==> src/rtl/ob_phrase_fifo_if.sv <==
// Bus between the ob phrase FIFO, the ack pipe / request sequencer and the fetch/decode consumer.
// Parameters DEPTH and DW must match the ob_phrase_fifo instance the bus is bound to.
interface ob_phrase_fifo_if #(
   parameter int DEPTH = 4,
   parameter int DW    = 64
);
   localparam int CW = $clog2(DEPTH) + 1;

   logic          req_issue;
   logic          latch;
   logic [DW-1:0] data_in;
   // Handshake: a phrase transfers on every rising edge where out_valid && out_ready;
   // out_data is held stable while out_valid=1 and out_ready=0.
   logic          out_valid;
   logic          out_ready;
   logic [DW-1:0] out_data;
   logic          fetch_ok;
   logic [CW-1:0] count;
   logic          overflow;
   logic          underflow;

   modport master (
      output req_issue, latch, data_in, out_ready,
      input  out_valid, out_data, fetch_ok, count, overflow, underflow
   );

   modport slave (
      input  req_issue, latch, data_in, out_ready,
      output out_valid, out_data, fetch_ok, count, overflow, underflow
   );
endinterface

==> src/rtl/ob_phrase_fifo.sv <==
// Phrase capture FIFO behind the object-processor ack pipe, with fetch credit to the sequencer.
// Optional macro OB_PHRASE_BYPASS_EN: zero-latency bypass of an empty FIFO.
module ob_phrase_fifo #(
   parameter int DEPTH = 4,
   parameter int DW    = 64
) (
   input  logic           clk,
   input  logic           reset,
   ob_phrase_fifo_if.slave bus
);
   localparam int AW = (DEPTH > 1) ? $clog2(DEPTH) : 1;
   localparam int CW = $clog2(DEPTH) + 1;
   localparam logic [CW-1:0] DEPTH_C = CW'(DEPTH);

   logic [DW-1:0] mem [DEPTH];
   logic [AW-1:0] wr_ptr;
   logic [AW-1:0] rd_ptr;
   logic [CW-1:0] count_q;
   logic [CW-1:0] count_d;
   logic [CW-1:0] outst_q;
   logic [CW-1:0] outst_d;
   logic          valid_q;
   logic          overflow_q;
   logic          underflow_q;

   logic          empty;
   logic          full;
   logic          store_pop;
   logic          bypass_take;
   logic          push;
   logic [CW:0]   credit_sum;

   assign empty     = (count_q == '0);
   assign full      = (count_q == DEPTH_C);
   assign store_pop = valid_q & bus.out_ready;

`ifdef OB_PHRASE_BYPASS_EN
   logic bypass_hit;
   // An empty FIFO forwards the arriving phrase straight to the consumer.
   assign bypass_hit    = empty & bus.latch & ~reset;
   assign bypass_take   = bypass_hit & bus.out_ready;
   assign bus.out_valid = valid_q | bypass_hit;
   assign bus.out_data  = bypass_hit ? bus.data_in : mem[rd_ptr];
`else
   assign bypass_take   = 1'b0;
   assign bus.out_valid = valid_q;
   assign bus.out_data  = mem[rd_ptr];
`endif

   // A full FIFO still accepts a phrase when the oldest one leaves in the same cycle.
   assign push = bus.latch & ~bypass_take & (~full | store_pop);

   always_comb begin
      count_d = count_q;
      case ({push, store_pop})
         2'b10:   count_d = count_q + CW'(1);
         2'b01:   count_d = count_q - CW'(1);
         default: count_d = count_q;
      endcase
   end

   // Requests beyond DEPTH saturate; a latch with nothing outstanding leaves the counter at 0.
   always_comb begin
      outst_d = outst_q;
      case ({bus.req_issue, bus.latch})
         2'b10:   if (outst_q != DEPTH_C) outst_d = outst_q + CW'(1);
         2'b01:   if (outst_q != '0)      outst_d = outst_q - CW'(1);
         default: outst_d = outst_q;
      endcase
   end

   always_ff @(posedge clk) begin
      if (reset) begin
         wr_ptr      <= '0;
         rd_ptr      <= '0;
         count_q     <= '0;
         outst_q     <= '0;
         valid_q     <= 1'b0;
         overflow_q  <= 1'b0;
         underflow_q <= 1'b0;
      end else begin
         if (push)      wr_ptr <= wr_ptr + AW'(1);
         if (store_pop) rd_ptr <= rd_ptr + AW'(1);
         count_q <= count_d;
         outst_q <= outst_d;
         valid_q <= (count_d != '0);
         if (bus.latch & full & ~store_pop)
            overflow_q <= 1'b1;
         if (bus.latch & (outst_q == '0) & ~bus.req_issue)
            underflow_q <= 1'b1;
      end
   end

   always_ff @(posedge clk) begin
      if (push && !reset) mem[wr_ptr] <= bus.data_in;
   end

   assign credit_sum    = {1'b0, count_q} + {1'b0, outst_q};
   assign bus.fetch_ok  = (credit_sum < {1'b0, DEPTH_C});
   assign bus.count     = count_q;
   assign bus.overflow  = overflow_q;
   assign bus.underflow = underflow_q;

endmodule
==> src/flat_wrapper.sv <==
// flat-port wrapper written by rule: the top's interface ports become plain ports
module ob_phrase_fifo_flat 
#(
   parameter int DEPTH = 4,
   parameter int DW    = 64
)
  (clk, reset, bus_req_issue, bus_latch, bus_data_in, bus_out_ready, bus_out_valid, bus_out_data, bus_fetch_ok, bus_count, bus_overflow, bus_underflow);
  ob_phrase_fifo_if #(.DEPTH(DEPTH), .DW(DW)) bus_i ();
  input  logic clk;
  input  logic reset;
  input wire logic [$bits(bus_i.req_issue)-1:0] bus_req_issue;
  input wire logic [$bits(bus_i.latch)-1:0] bus_latch;
  input wire logic [$bits(bus_i.data_in)-1:0] bus_data_in;
  input wire logic [$bits(bus_i.out_ready)-1:0] bus_out_ready;
  output wire logic [$bits(bus_i.out_valid)-1:0] bus_out_valid;
  output wire logic [$bits(bus_i.out_data)-1:0] bus_out_data;
  output wire logic [$bits(bus_i.fetch_ok)-1:0] bus_fetch_ok;
  output wire logic [$bits(bus_i.count)-1:0] bus_count;
  output wire logic [$bits(bus_i.overflow)-1:0] bus_overflow;
  output wire logic [$bits(bus_i.underflow)-1:0] bus_underflow;
  assign bus_i.req_issue = bus_req_issue;
  assign bus_i.latch = bus_latch;
  assign bus_i.data_in = bus_data_in;
  assign bus_i.out_ready = bus_out_ready;
  assign bus_out_valid = bus_i.out_valid;
  assign bus_out_data = bus_i.out_data;
  assign bus_fetch_ok = bus_i.fetch_ok;
  assign bus_count = bus_i.count;
  assign bus_overflow = bus_i.overflow;
  assign bus_underflow = bus_i.underflow;
  ob_phrase_fifo #(.DEPTH(DEPTH), .DW(DW)) u_core (.clk(clk), .reset(reset), .bus(bus_i));
endmodule
==> config.mk <==
export PLATFORM = sky130hd
export DESIGN_NAME = ob_phrase_fifo_flat
export DESIGN_NICKNAME = d
export VERILOG_FILES = /design/src/rtl/ob_phrase_fifo_if.sv /design/src/rtl/ob_phrase_fifo.sv /design/src/flat_wrapper.sv
export SDC_FILE = /design/constraint.sdc
export NUM_CORES = 1
export LEC_CHECK = 0
export ABC_AREA = 1
export BUFFER_PORTS_ARGS = -buffer_cell sky130_fd_sc_hd__buf_2
export CAP_MARGIN = 0
export CORE_UTILIZATION = 35
export DETAILED_ROUTE_END_ITERATION = 10
export GPL_ROUTABILITY_DRIVEN = 0
export MAX_ROUTING_LAYER = met4
export PLACE_DENSITY = 0.6
export SETUP_SLACK_MARGIN = 0.3
export SLEW_MARGIN = 15
export SYNTH_ARGS = -nofsm -noshare
export SYNTH_HDL_FRONTEND = slang
export SYNTH_SLANG_ARGS = --single-unit
==> constraint.sdc <==
create_clock -name clk -period 6.21 [get_ports clk]
set_input_delay 0.3105 -clock clk [delete_from_list [all_inputs] [get_ports clk]]
set_output_delay 0.3105 -clock clk [all_outputs]
set_load 0.03 [all_outputs]
# After elaboration in Yosys (flattened, before gate mapping)
# Memories as Yosys holds them, arrays and structs flattened. A register that Yosys moved wholly into a read port is not among the register bits.
# Index checks and enable logic that the tools add are counted.
[totals]
register_bits = 13
mem_bits_rw = 256
memories = 1
out_inout_bits = 71
[op_classes]
bitwise = 10
eq_ne = 8
n_reduce_logical = 7
add_sub_neg = 7
n_mux = 8
magnitude_cmp = 1
[mem_list]
columns = ["name", "words", "word_bits", "rd", "rd_ports_with_merged_regs", "wr", "line_no", "text"]
rows = [
  ["u_core.mem", 4, 64, 1, 1, 1, "ob_phrase_fifo.sv:15", "logic [DW-1:0] mem [DEPTH];"],
]
[op_table]
columns = ["op", "n"]
rows = [
  ["case mux 3 bit (2 select lines)", 2],
  ["adder 3 x 1 -> 3 bit, second input constant", 2],
  ["AND 1 bit", 6],
  ["two-way mux 3 bit", 2],
  ["nonzero test 3 bit", 2],
  ["subtractor 3 x 1 -> 3 bit, second input constant", 2],
  ["adder 2 x 1 -> 2 bit, second input constant", 2],
  ["adder 3 x 3 -> 4 bit", 1],
  ["equality test 2 x 1 -> 1 bit, second input constant", 2],
  ["equality test 2 bit, second input constant", 2],
  ["< comparator 4 x 3 -> 1 bit, second input constant", 1],
  ["two-way mux 2 bit", 2],
  ["!= test 2 x 1 -> 1 bit, second input constant", 2],
  ["equality test 3 bit, second input constant", 1],
  ["zero test 3 bit", 1],
  ["!= test 3 bit, second input constant", 1],
  ["inverter 1 bit", 3],
  ["AND reduction 3 bit", 1],
  ["two-way mux 1 bit", 2],
  ["nonzero test 2 bit", 1],
  ["logical AND 1 bit", 1],
  ["zero test 1 bit", 1],
  ["bitwise OR 1 bit", 1],
]

# Logic depth before layout (Yosys ltp)
# Gate-level depths: netlist of the first run.
[logic_depth]
ltp_word = 7
mapped_depth = 9

# Worst setup path before layout of the first run
# No wires, ideal clock.
[synth_timing]
path_type = "register to register"
from = "register u_core.valid_q (netlist: u_core.bus.out_valid)"
to = "memory u_core.mem[0][0] (enable)"
setup_slack_ps = 2132
path_buffers = 0
arrival_ps = 3592
stages_incl_launch_ff = 5
required_time_ps = 5724
path_cell_list = "dfxtp_1 > nand2_1 > nand3_1 > nand3_1 > nor2_1"
[synth_between]
elab_chain_len = 6
[synth_lines]
columns = ["element", "line_no", "text"]
rows = [
  ["start: declaration", "ob_phrase_fifo.sv:22", "logic valid_q;"],
  ["start signal: assignment", "ob_phrase_fifo.sv:86", "valid_q <= (count_d != '0);"],
  ["AND 1 bit", "ob_phrase_fifo.sv:35", "assign store_pop = valid_q & bus.out_ready;"],
  ["bitwise OR 1 bit", "ob_phrase_fifo.sv:51", "assign push = bus.latch & ~bypass_take & (~full | store_pop);"],
  ["AND 1 bit", "ob_phrase_fifo.sv:51", ""],
  ["logical AND 1 bit", "ob_phrase_fifo.sv:95", "if (push && !reset) mem[wr_ptr] <= bus.data_in;"],
  ["two-way mux 1 bit", "ob_phrase_fifo.sv:95", ""],
  ["two-way mux 1 bit (implied by the code)", "ob_phrase_fifo.sv:95", ""],
  ["end: declaration", "ob_phrase_fifo.sv:15", ""],
]
# No other way between the ends.

==> impl.org, run 1 <==
** Logic synthesis
- Counting every net in the synthesized netlist gives 805.
- Synthesis-stage register bit count :: 271
- The mapped netlist covers 0.0103 mm².
- Top post-synthesis cells by area :: sky130_fd_sc_hd__edfxtp_1 74%, sky130_fd_sc_hd__nor2_1 5.2%, sky130_fd_sc_hd__o22ai_1 3.9%
- The synthesized design contains 256 enable-type register cells.
- Top post-synthesis cells by count :: 256 x sky130_fd_sc_hd__edfxtp_1, 144 x sky130_fd_sc_hd__nor2_1, 75 x sky130_fd_sc_hd__o21ai_0, 64 x sky130_fd_sc_hd__o22ai_1, 57 x sky130_fd_sc_hd__o21ai_1
- Synthesis instantiated 27 different standard cells from the library.
- Compound-cell area share of the yosys netlist :: 10.7%
- Mean area per synthesized cell :: 14.2 µm²
- Library cell with the highest instance count after synthesis :: sky130_fd_sc_hd__edfxtp_1
- In the synthesized netlist, mux cells make up 0% of the area.
- Async SR Flop Fraction :: 0%
- By area, the combinational part of the netlist is dominated by compound AO/OA/AOI/OAI gates.
- Share of the synthesized area in the top cell type :: 74.5%
- Of the total synthesized cell area, the portion taken by full adders, half adders and majority gates is 1.12%.
- Synthesis produced a netlist whose cell count is 728.
- Post-synthesis share of cell area spent on and, or, nand and nor gates :: 6.96%
- Number of warnings issued by yosys :: 0
- Library cell with the largest summed area after synthesis :: sky130_fd_sc_hd__edfxtp_1
- The most used flip-flop cell after synthesis is sky130_fd_sc_hd__edfxtp_1.
- Post-synthesis share of cell area spent on xor and xnor gates :: 0.170%
- After synthesis, flip-flops and latches occupy 77.4% of the total area.

** Global route
- Number of antenna violations at the first check in global routing :: 4
- GR Util All Layers :: 15.4%
- Largest net degree at the start of global routing :: 87
- The first global-routing pass estimated 35600 µm of wire.
- The number of global-route vias before repair came to 6444.
- Remaining Overflow, GRT :: 0

** Power
- Cell area power density :: 363 mW/mm²
- Across the VDD grid, the largest voltage drop is 0.000205 V.
- Total leakage power :: 4.49 nW

** Floorplan
- Placement Rows :: 62
- Area of the core :: 0.0289 mm²
- Die Span Y :: 174 µm
- The floorplan step set the die width to 174 µm.
- Effective utilization at floorplan :: 35.8%
- 140 I/O pins were placed.
- Area enclosed by the die boundary :: 0.0302 mm²

** STA
- Top achievable clock speed :: 286 MHz
- In the final timing run, aggregate negative setup slack is 0 ns.
- Across the routed clock network, the largest skew measured is 0.00828 ns.
- Worst Max-Slew Pin Slew :: 1.11 ns
- Final Slew Violations :: 0
- Measured against its own limit, the worst slew margin works out to 25.9%.
- In the finished design, the share of the clock period the worst path needs comes to 56.3%.
- Setup repair after global routing missed its margin :: no
- The final count of hold timing violations came to 0.
- Counting I/O delays and the setup requirement, the final critical path takes 3.50 ns.
- Setup violations remaining at the end of the flow were counted as 0.

** Worst setup path
- For the worst setup path, the data required time is 5.90 ns.
- The worst setup path is captured at an output pin.
- In this run the worst path has a maximum fanout of 65.
- Flop-to-flop setup slack :: 3.43 ns
- Critical path startpoint category :: flop
- Data on the critical path arrives at its endpoint at 3.19 ns.
- Critical Setup Path Class :: flop to output pin

** Detailed routing
- Wires add up to 22600 µm.
- Number of vias per cell :: 4.84
- After detailed routing, the number of remaining DRC violations is 0.
- Summing over every cut layer, the via total after detailed routing is 6396.
- In the final routed layout, each cell accounts on average for 17.1 µm.
- 1st-pass router iterations :: 5
- Count of nets left with antenna violations after detail routing :: 0
- DRC violation total after the first TritonRoute iteration :: 351

** Job
- Across the run, the number of max-cap violations was 0.

** Placed design
- After detailed placement, the design holds a cell count of 1217.
- Count of input and output buffers :: 139
- Sum of net half-perimeters after detailed placement :: 12900 µm

** Clock network
- The later pin in the worst-skew pair is clocked with a latency of 0.54 ns.
- CTS resizes :: 0
- H-tree depth reported by CTS :: 1
- CTS buffer count :: 29
- The tree is rooted in a sky130_fd_sc_hd__clkbuf_16.
- CTS Buffer Depth :: 3
- Clock transition at the registers of the reported paths :: 0.05 ns
- CTS Sinks :: 271
- CTS tree :: yes

** Outcome
- The run finished with clean final reports.

** Final layout
- The finished layout holds 1322 standard cells, fillers aside.
- Final nets :: 992
- The filler cells instantiated in the layout total 2634.
- Share of final-layout standard cells stronger than drive strength 1 :: 20.8%
- Area growth from synthesis to final layout :: 23.1%

** Hold path
- The min-delay analysis places its worst path in the category input pin to flop.
## through the flow
| stage | util [%] | total power (W) | hold slack [ns] | setup slack [ns] | area (µm²) |
|---|---|---|---|---|---|
| 2_1_floorplan | - | 0.00280 | 0.383 | 2.13 | 10300 |
| 4_1_cts | 44.0 | 0.00466 | 0.0000244 | 2.87 | 12700 |
| 6_report | 44.0 | 0.00461 | 0.0142 | 2.71 | 12700 |
| 5_1_grt | 44.0 | 0.00481 | 0.000499 | 2.43 | 12700 |
| 3_3_place_gp | 39.1 | 0.00304 | 0.455 | 3.10 | 11300 |
| 3_5_place_dp | 39.2 | 0.00305 | 0.456 | 3.19 | 11300 |
## final timing paths
kind              cells past startpoint             endpoint                 from
hold reg to reg                       1  u_core.bus.overflow  u_core.bus.overflow
setup reg to reg                      5    u_core.mem[1][36]  u_core.bus.count[1]
hold / removal                        1    u_core.mem[1][59]      bus_data_in[59]
setup / recovery                      5      bus_out_data[5]                 flop
## cell type report
class / instances / area [µm²] / area share (%)
inverter: 23 / 90.1 / 0.709
multi-input combinational: 392 / 1980 / 15.6
tap: 384 / 480 / 3.78
timing repair buffer: 198 / 1290 / 10.1
clock inverter: 14 / 116 / 0.916
antenna: 4 / 10.0 / 0.0788
sequential: 271 / 7990 / 62.9
clock buffer: 36 / 752 / 5.92
## critical path, cell delays in order, from the launching register on
cell	delay, ns
sky130_fd_sc_hd__dfxtp_2	0.31
sky130_fd_sc_hd__buf_4	0.58
sky130_fd_sc_hd__clkinv_2	1.01
sky130_fd_sc_hd__o21ai_1	0.32
sky130_fd_sc_hd__o22ai_1	0.17
sky130_fd_sc_hd__buf_2	0.21
## routing by layer
metal	track usage, %	routed length [µm]	vias to the layer above	part of all wire [%]
met4	2.81	333	0	1.5
met5	-	0	-	0
li1	-	-	3087	-
met3	3.82	1620	27	7.2
met1	20.1	10000	3101	44
met2	24.6	10600	181	47
## registers in the layout, indices dropped and copies added, names as in the netlist, named ones only
name	cells
u_core.bus.count	3
u_core.bus.out_valid	1
u_core.bus.overflow	1
u_core.bus.underflow	1
u_core.mem	256
u_core.outst_q	3
u_core.rd_ptr	2
u_core.wr_ptr	2
## power by group
part	internal, W	switching, W
sequential	0.00208	0.0000419
combinational	0.000247	0.000654
clock	0.000932	0.000656
## cell usage in the layout (no fill, tap or decap)
cell type / Yosys / routed
sky130_fd_sc_hd__edfxtp_1: 256 / 256
sky130_fd_sc_hd__nor2_1: 144 / 140
sky130_fd_sc_hd__buf_2: 7 / 139
sky130_fd_sc_hd__o21ai_0: 75 / 75
sky130_fd_sc_hd__o22ai_1: 64 / 64
sky130_fd_sc_hd__o21ai_1: 57 / 57
sky130_fd_sc_hd__dlygate4sd3_1: 0 / 51
sky130_fd_sc_hd__clkbuf_16: 0 / 29
sky130_fd_sc_hd__inv_1: 20 / 20
sky130_fd_sc_hd__nand2_1: 16 / 16
sky130_fd_sc_hd__nand3_1: 13 / 13
sky130_fd_sc_hd__dfxtp_1: 15 / 13
sky130_fd_sc_hd__clkinv_1: 0 / 9
sky130_fd_sc_hd__clkbuf_1: 14 / 7
sky130_fd_sc_hd__buf_4: 4 / 7
sky130_fd_sc_hd__ha_1: 6 / 6
sky130_fd_sc_hd__nor2_4: 1 / 5
sky130_fd_sc_hd__a21oi_1: 5 / 5
sky130_fd_sc_hd__diode_2: 0 / 4
sky130_fd_sc_hd__clkinv_2: 0 / 2
sky130_fd_sc_hd__nand2_4: 2 / 2
sky130_fd_sc_hd__o21a_1: 2 / 2
sky130_fd_sc_hd__xor2_1: 2 / 2
sky130_fd_sc_hd__fa_1: 2 / 2
sky130_fd_sc_hd__inv_6: 0 / 2
sky130_fd_sc_hd__bufinv_16: 0 / 2
sky130_fd_sc_hd__inv_4: 1 / 1
sky130_fd_sc_hd__nor4_1: 1 / 1
sky130_fd_sc_hd__inv_2: 2 / 1
sky130_fd_sc_hd__nand2_2: 1 / 1
sky130_fd_sc_hd__nand4_1: 1 / 1
sky130_fd_sc_hd__dfxtp_4: 0 / 1
sky130_fd_sc_hd__dfxtp_2: 0 / 1
sky130_fd_sc_hd__buf_16: 0 / 1
## logic make-up (layout without fill, tap and decap cells)
kind of cell	after synthesis	in the layout
AO/OA/AOI/OAI	203	203
XOR/XNOR	2	2
adder cells (fa/ha/maj)	8	8
buffers and inverters	65	271
flip-flops	271	271
other	0	4
AND/OR/NAND/NOR	179	179
## repair_timing
action	CTS	global route
hold buffers	51	0
endpoints found under the hold margin	197	0
buffers inserted	0	0
Note: power is estimated with default switching activity, not from simulation.
==> run 2, diff against run 1 <==
ABC_AREA = 0   (was 1)
clock period = 3.35 ns   (was 6.21 ns; I/O delays follow)
==> impl.org, run 2 <==
** Final layout
- Final nets :: 723
- Highest-count cells in the layout ignoring fill and taps :: 256 x sky130_fd_sc_hd__edfxtp_1, 139 x sky130_fd_sc_hd__buf_2, 65 x sky130_fd_sc_hd__dlygate4sd3_1
- u_core.mem holds more flip-flops than any other register.
- Leaving out fill and tap cells, the most frequent cell in the layout is sky130_fd_sc_hd__edfxtp_1.
- At the end of the flow the core is filled with cells to 45.8%.
- Area growth from synthesis to final layout :: 27.6%
- Share of final-layout standard cells stronger than drive strength 1 :: 38.8%
- Count of fill cells added during filler insertion :: 2380
- The sequential cells in the finished layout cover a total of 0.00800 mm².
- The register with the most flip-flops in the layout has 256 of them.
- In the final layout, the multi-input gates occupy 0.00196 mm².

** Logic synthesis
- Synthesis instantiated 40 different standard cells from the library.
- Number of nets produced by synthesis :: 502
- In this run the mean area of a mapped cell was 23.7 µm².
- Of all cell types, the one taking the most synthesized area is sky130_fd_sc_hd__edfxtp_1.
- Number of enable-type register cells in the synthesized netlist :: 256
- In the synthesized netlist the dominant register cell turns out to be sky130_fd_sc_hd__edfxtp_1.
- Of all flip-flops after synthesis, the portion carrying an async set or reset was 0%.
- Proportion of synthesized chip area in sequential cells :: 79.4%
- In this run, synthesis produced a sequential element count of 271.
- Library cell with the highest instance count after synthesis :: sky130_fd_sc_hd__edfxtp_1
- Gate count of the mapped netlist :: 425
- Number of warnings issued by yosys :: 0
- Top post-synthesis cells by area :: sky130_fd_sc_hd__edfxtp_1 76%, sky130_fd_sc_hd__mux4_2 14%, sky130_fd_sc_hd__dfxtp_1 3.0%
- The mapped netlist covers 0.0101 mm².
- After synthesis, the largest area contributor takes up 76.4% of total cell area.
- In the synthesized netlist, the cells that appear most often are 256 x sky130_fd_sc_hd__edfxtp_1, 64 x sky130_fd_sc_hd__mux4_2, 15 x sky130_fd_sc_hd__dfxtp_1, 13 x sky130_fd_sc_hd__nor2_1, 8 x sky130_fd_sc_hd__inv_1.

** Placed design
- Buffers placed on the I/O ports in this run total 139.
- Sum of net half-perimeters after detailed placement :: 11700 µm

** Worst setup path
- Critical path startpoint category :: flop
- Max FO, Critical Path :: 19
- STA puts the critical path data arrival time at 2.29 ns.
- Required time of the critical path :: 3.18 ns
- The worst setup path is of the flop to output pin kind.
- Worst setup EP type :: output pin

** Global route
- The first global-routing pass estimated 29400 µm of wire.
- The number of antenna violations at the first check in global routing was 2.
- The number of global-route vias before repair is 5274.
- Across every metal layer, demand over resource in global routing totals 13.7%.
- Remaining Overflow, GRT :: 0
- Largest net degree at the start of global routing :: 65

** Floorplan
- Die Span Y :: 172 µm
- Placement Rows :: 61
- Area enclosed by the die boundary :: 0.0294 mm²
- Top Ports :: 140
- In this run the standard cell core region covers 0.0280 mm².
- In this run the horizontal extent of the chip is 172 µm.
- Effective utilization at floorplan :: 35.9%

** STA
- Setup tns final :: 0 ns
- Top achievable clock speed :: 407 MHz
- The number of max-slew violations in the final report was 0.
- Final period util :: 73.3%
- Across the routed clock network, the largest skew measured is 0.0166 ns.
- Min Tclk post-route :: 2.46 ns
- Setup violations, final :: 0
- The worst pin sits at a relative slew slack of 34.1%.
- Setup repair after global routing missed its margin :: no
- Hold Violations, Final :: 0
- For the pin with the worst max-slew slack, the measured transition is 0.988 ns.

** Detailed routing
- Final WL :: 19200 µm
- Across all layers, the routed design uses 4924 vias.
- Detailed-route DRC error count :: 0
- After the first detailed-routing iteration, the DRC count stood at 262.
- Number of vias per cell :: 4.70
- 1st-pass router iterations :: 4
- In the final routed layout, each cell accounts on average for 18.3 µm.
- Count of nets left with antenna violations after detail routing :: 0

** Clock network
- After clock tree synthesis, the clock-pin slew on the worst setup and hold paths is 0.06 ns.
- CTS Sinks :: 271
- TritonCTS created 27 clock buffers.
- CTS tree :: yes
- The clock passes through at most 3 buffers.
- Clock tree synthesis selected as its root buffer the cell sky130_fd_sc_hd__clkbuf_16.
- In this run the number of H-tree levels came out at 1.
- Post-CTS timing repair inserted 0 buffers for setup.
- Clock latency at the later pin of the worst-skew pair :: 0.52 ns

** Power
- Cell area power density :: 648 mW/mm²
- Total leakage power :: 4.32 nW
- VDD sags by at most 0.000350 V.

** Hold path
- Worst min-delay path class :: input pin to flop

** Outcome
- Result of the run :: finished clean

** Job
- The tool flagged a number of max-cap violations equal to 0.
run 2: path summary, 6_finish.rpt:
check,startpoint,end,slack [ns],cells past startpoint
max reg2reg,u_core.bus.out_valid,u_core.mem[1][34],1.09,4
max,flop,bus_out_data[24],0.89,3
min reg2reg,u_core.bus.overflow,u_core.bus.overflow,0.49,1
min,bus_req_issue,u_core.bus.underflow,0.04,4
run 2: kinds of logic after synthesis:
| group | synth area share (%) |
|---|---|
| AO/OA/AOI/OAI | 1.60 |
| XOR/XNOR | 0.435 |
| adder cells (fa/ha/maj) | 1.14 |
| buffers and inverters | 1.22 |
| flip-flops | 79.4 |
| multiplexers | 14.4 |
| AND/OR/NAND/NOR | 1.78 |
run 2: where the power goes:
group	total (W)	switching, W	internal [W]	leakage, nW
registers	0.00395	0.0000880	0.00386	2.45
logic	0.00119	0.000705	0.000484	1.41
clock network	0.00318	0.00117	0.00201	0.463
total	0.00832	0.00197	0.00635	4.32
run 2: metal layers:
layer	up-vias	part of all wire (%)	track usage [%]
met5	-	0	-
met3	24	5.8	3.04
met2	133	51	22.7
met4	0	1.1	2.87
li1	2233	-	-
met1	2534	43	17.4
run 2: what timing repair did:
item / in CTS / in global routing
endpoints found under the hold margin: 263 / 0
hold buffers: 65 / 0
gates resized for setup: 0 / 0
run 2: final cells by class:
| cell class | count | share of cell area, % |
|---|---|---|
| clock inverters | 21 | 2.17 |
| diodes | 2 | 0.0390 |
| flip-flops and latches | 271 | 62.3 |
| clock buffers | 29 | 5.32 |
| multi-input cells | 130 | 15.3 |
| repair buffers | 208 | 11.0 |
| inverters | 8 | 0.234 |
| well taps | 378 | 3.68 |
run 2: critical path: stages (launching register included):
cell                      delay (ns)
sky130_fd_sc_hd__dfxtp_4        0.54
sky130_fd_sc_hd__buf_4          0.43
sky130_fd_sc_hd__mux4_2         0.58
sky130_fd_sc_hd__buf_2          0.20
run 2: metrics by stage:
| stage | hold slack [ns] | total power (W) | cell area (µm²) | instances | setup slack (ns) |
|---|---|---|---|---|---|
| final | 0.0394 | 0.00832 | 12800 | 1047 | 0.893 |
| after global routing | 0.0630 | 0.00864 | 12800 | 1047 | 0.707 |
| after CTS | 0.00616 | 0.00843 | 12800 | 1045 | 0.814 |
| after detailed placement | 0.386 | 0.00517 | 11200 | 930 | 1.09 |
| after global placement | 0.380 | 0.00514 | 11200 | 930 | 1.12 |
| after floorplan | 0.246 | 0.00481 | 10100 | 425 | 0.328 |
==> run 3, diff against run 2 <==
ABC_AREA = 1   (was 0)
PLACE_DENSITY = 0.62   (was 0.6)
clock period = 2.2 ns   (was 3.35 ns; I/O delays follow)
==> impl.org, run 3 (synthesis results as in run 1) <==
** STA
- PnR worst setup slack :: 0.287 ns
- Setup tns final :: 0 ns
- The tightest hold path in the finished design has a slack of 0.0249 ns.
- Worst Max-Slew Pin Slew :: 0.441 ns
- Final Slew Violations :: 0
- Setup violations, final :: 0
- Min Tclk post-route :: 1.91 ns
- Slew headroom :: 70.6%
- Top achievable clock speed :: 523 MHz
- Of the available clock period, the critical path in the final layout requires 87.0%.
- Setup repair after global routing missed its margin :: yes
- Setup clock skew after layout :: 0.0121 ns
- Hold Violations, Final :: 0

** Global route
- For this run the aggregate overflow at the end of global routing stands at 0.
- Entering global routing, the biggest net connects 55 pins.
- The number of antenna violations at the first check in global routing was 0.
- In the global route stage, overall resource usage came out at 16.5%.
- Global-route wire length before repair :: 37600 µm
- The number of global-route vias before repair is 6620.

** Worst setup path
- For this run, the slowest stage of the critical path takes 0.41 ns.
- Of all nets on the critical path, the largest fanout is 14.
- The endpoint identified for the worst register-to-register timing path is u_core.mem[0][43].
- Critical Setup Path Class :: flop to output pin
- Flop-to-flop setup slack :: 0.46 ns
- Critical Path, Cell by Cell :: inv_8 -> buf_6 -> buf_16 -> o21ai_1 -> o22ai_1 -> buf_4
- Worst setup EP type :: output pin
- Launching point of the worst reg2reg path :: u_core.bus.count[1]
- Critical path startpoint category :: flop
- The number of cells on the worst reg-to-reg path is 6.
- Cell with the largest stage delay on the worst path :: sky130_fd_sc_hd__dfxtp_4
- At the worst endpoint, the required time is 2.09 ns.
- STA puts the critical path data arrival time at 1.80 ns.

** Detailed routing
- DR WL/cell :: 19.1 µm
- DRC violation total after the first TritonRoute iteration :: 524
- Final WL :: 26200 µm
- Count of nets left with antenna violations after detail routing :: 0
- Number of vias per cell :: 4.95
- After detailed routing, the number of remaining DRC violations is 0.
- The first detailed-routing pass took 7 iterations.
- Vias :: 6798

** Clock network
- Clock-pin slew was measured on the worst setup and hold paths at 0.06 ns.
- The root buffer cell chosen for the clock tree is sky130_fd_sc_hd__clkbuf_16.
- CTS built an H-tree with a depth of 1.
- In this run the deepest clock path goes through 3 buffers.
- CTS Sinks :: 271
- The later pin in the worst-skew pair is clocked with a latency of 0.53 ns.
- Counting the buffers created by CTS gives 29.
- CTS tree :: yes

** Final layout
- In the layout the commonest cells are 256 x sky130_fd_sc_hd__edfxtp_1, 134 x sky130_fd_sc_hd__nor2_1, 74 x sky130_fd_sc_hd__buf_2.
- The register with the most flip-flops in the layout has 256 of them.
- Summing all multi-input logic gate instances after layout gives 0.00226 mm².
- Count of fill cells added during filler insertion :: 2501
- The library cell used most frequently in the layout, excluding fill and tap cells, is sky130_fd_sc_hd__edfxtp_1.
- u_core.mem holds more flip-flops than any other register.
- Share of final-layout standard cells stronger than drive strength 1 :: 30.6%
- The net count of the finished layout is 1045.
- Relative to the synthesized area, the layout overhead comes to 37.5%.
- Number of antenna diodes :: 0
- Sequential cell area :: 0.00801 mm²

** Power
- Summed over all cells, the static leakage comes to 5.12 nW.
- VDD sags by at most 0.000798 V.
- Cell area power density :: 1030 mW/mm²

** Floorplan
- Effective utilization at floorplan :: 35.8%
- In this run the count of I/O pins placed on the die edge is 140.
- Die Span Y :: 174 µm
- Placement Rows :: 62
- From left edge to right edge, the die measures 174 µm.
- Area of the core :: 0.0289 mm²
- The floorplan step defined a die boundary enclosing 0.0302 mm².

** Hold path
- Worst Hold Path EP :: u_core.bus.underflow
- The worst hold path begins at bus_req_issue.
- The worst hold path belongs to the class input pin to flop.
- The worst hold path passes through 6 cells.

** Placed design
- Sum of net half-perimeters after detailed placement :: 12700 µm
- Before CTS, the worst setup slack after placement is 0.459 ns.
- Count of input and output buffers :: 139

** Job
- Across the run, the number of max-cap violations was 0.

** Outcome
- Result of the run :: finished clean
run 3: layout make-up:
cell class                 instances  share of cell area (%)
sequential                       271                    56.4
clock buffer                      35                    5.41
timing repair buffer             251                    16.7
clock inverter                    16                    1.49
tap                              384                    3.38
inverter                          23                   0.749
multi-input combinational        392                    15.9
run 3: per-layer routing:
metal	share of wire, %	global-route usage (%)
met2	49	26.9
met3	5.1	2.74
met5	0	-
met4	1.7	4.06
met1	44	21.7
run 3: what timing repair did:
action / CTS / global route
gates resized for setup: 90 / 84
hold buffers: 66 / 0
cloned: 5 / 10
setup endpoints to repair: 64 / 65
pin swaps: 4 / 15
buffers inserted: 6 / 7
endpoints found under the hold margin: 261 / 0
run 3: critical path: cells and delay by family, from the launching register on:
kind	cells	cell delay (ns)
AO/OA/AOI/OAI	2	0.23
buffers and inverters	4	0.63
flip-flops	1	0.41
run 3: worst max path at each step:
stage	slack (ns)	to	start	cells after the start
2_1_floorplan	0.1	u_core.mem[0][0]	u_core.bus.count[0]	4
3_3_place_gp	0.48	bus_out_data[59]	flop	5
3_5_place_dp	0.46	bus_out_data[59]	flop	5
4_1_cts	0.25	bus_out_data[63]	flop	4
5_1_grt	0.22	bus_out_data[63]	flop	5
6_report	0.29	bus_out_data[31]	flop	6
run 3: where the power goes:
group          internal (W)  switching [W]
registers           0.00589       0.000113
clock network       0.00305        0.00190
logic               0.00143        0.00221
run 3: metrics by stage:
stage | instances | power, W | util, % | instance area (µm²)
finish | 1372 | 0.0146 | 49.2 | 14200
CTS | 1355 | 0.0143 | 47.3 | 13700
global placement | 1227 | 0.00869 | 40.0 | 11500
detailed placement | 1227 | 0.00872 | 40.0 | 11500
global route | 1372 | 0.0152 | 49.2 | 14200
floorplan | 728 | 0.00795 | - | 10400
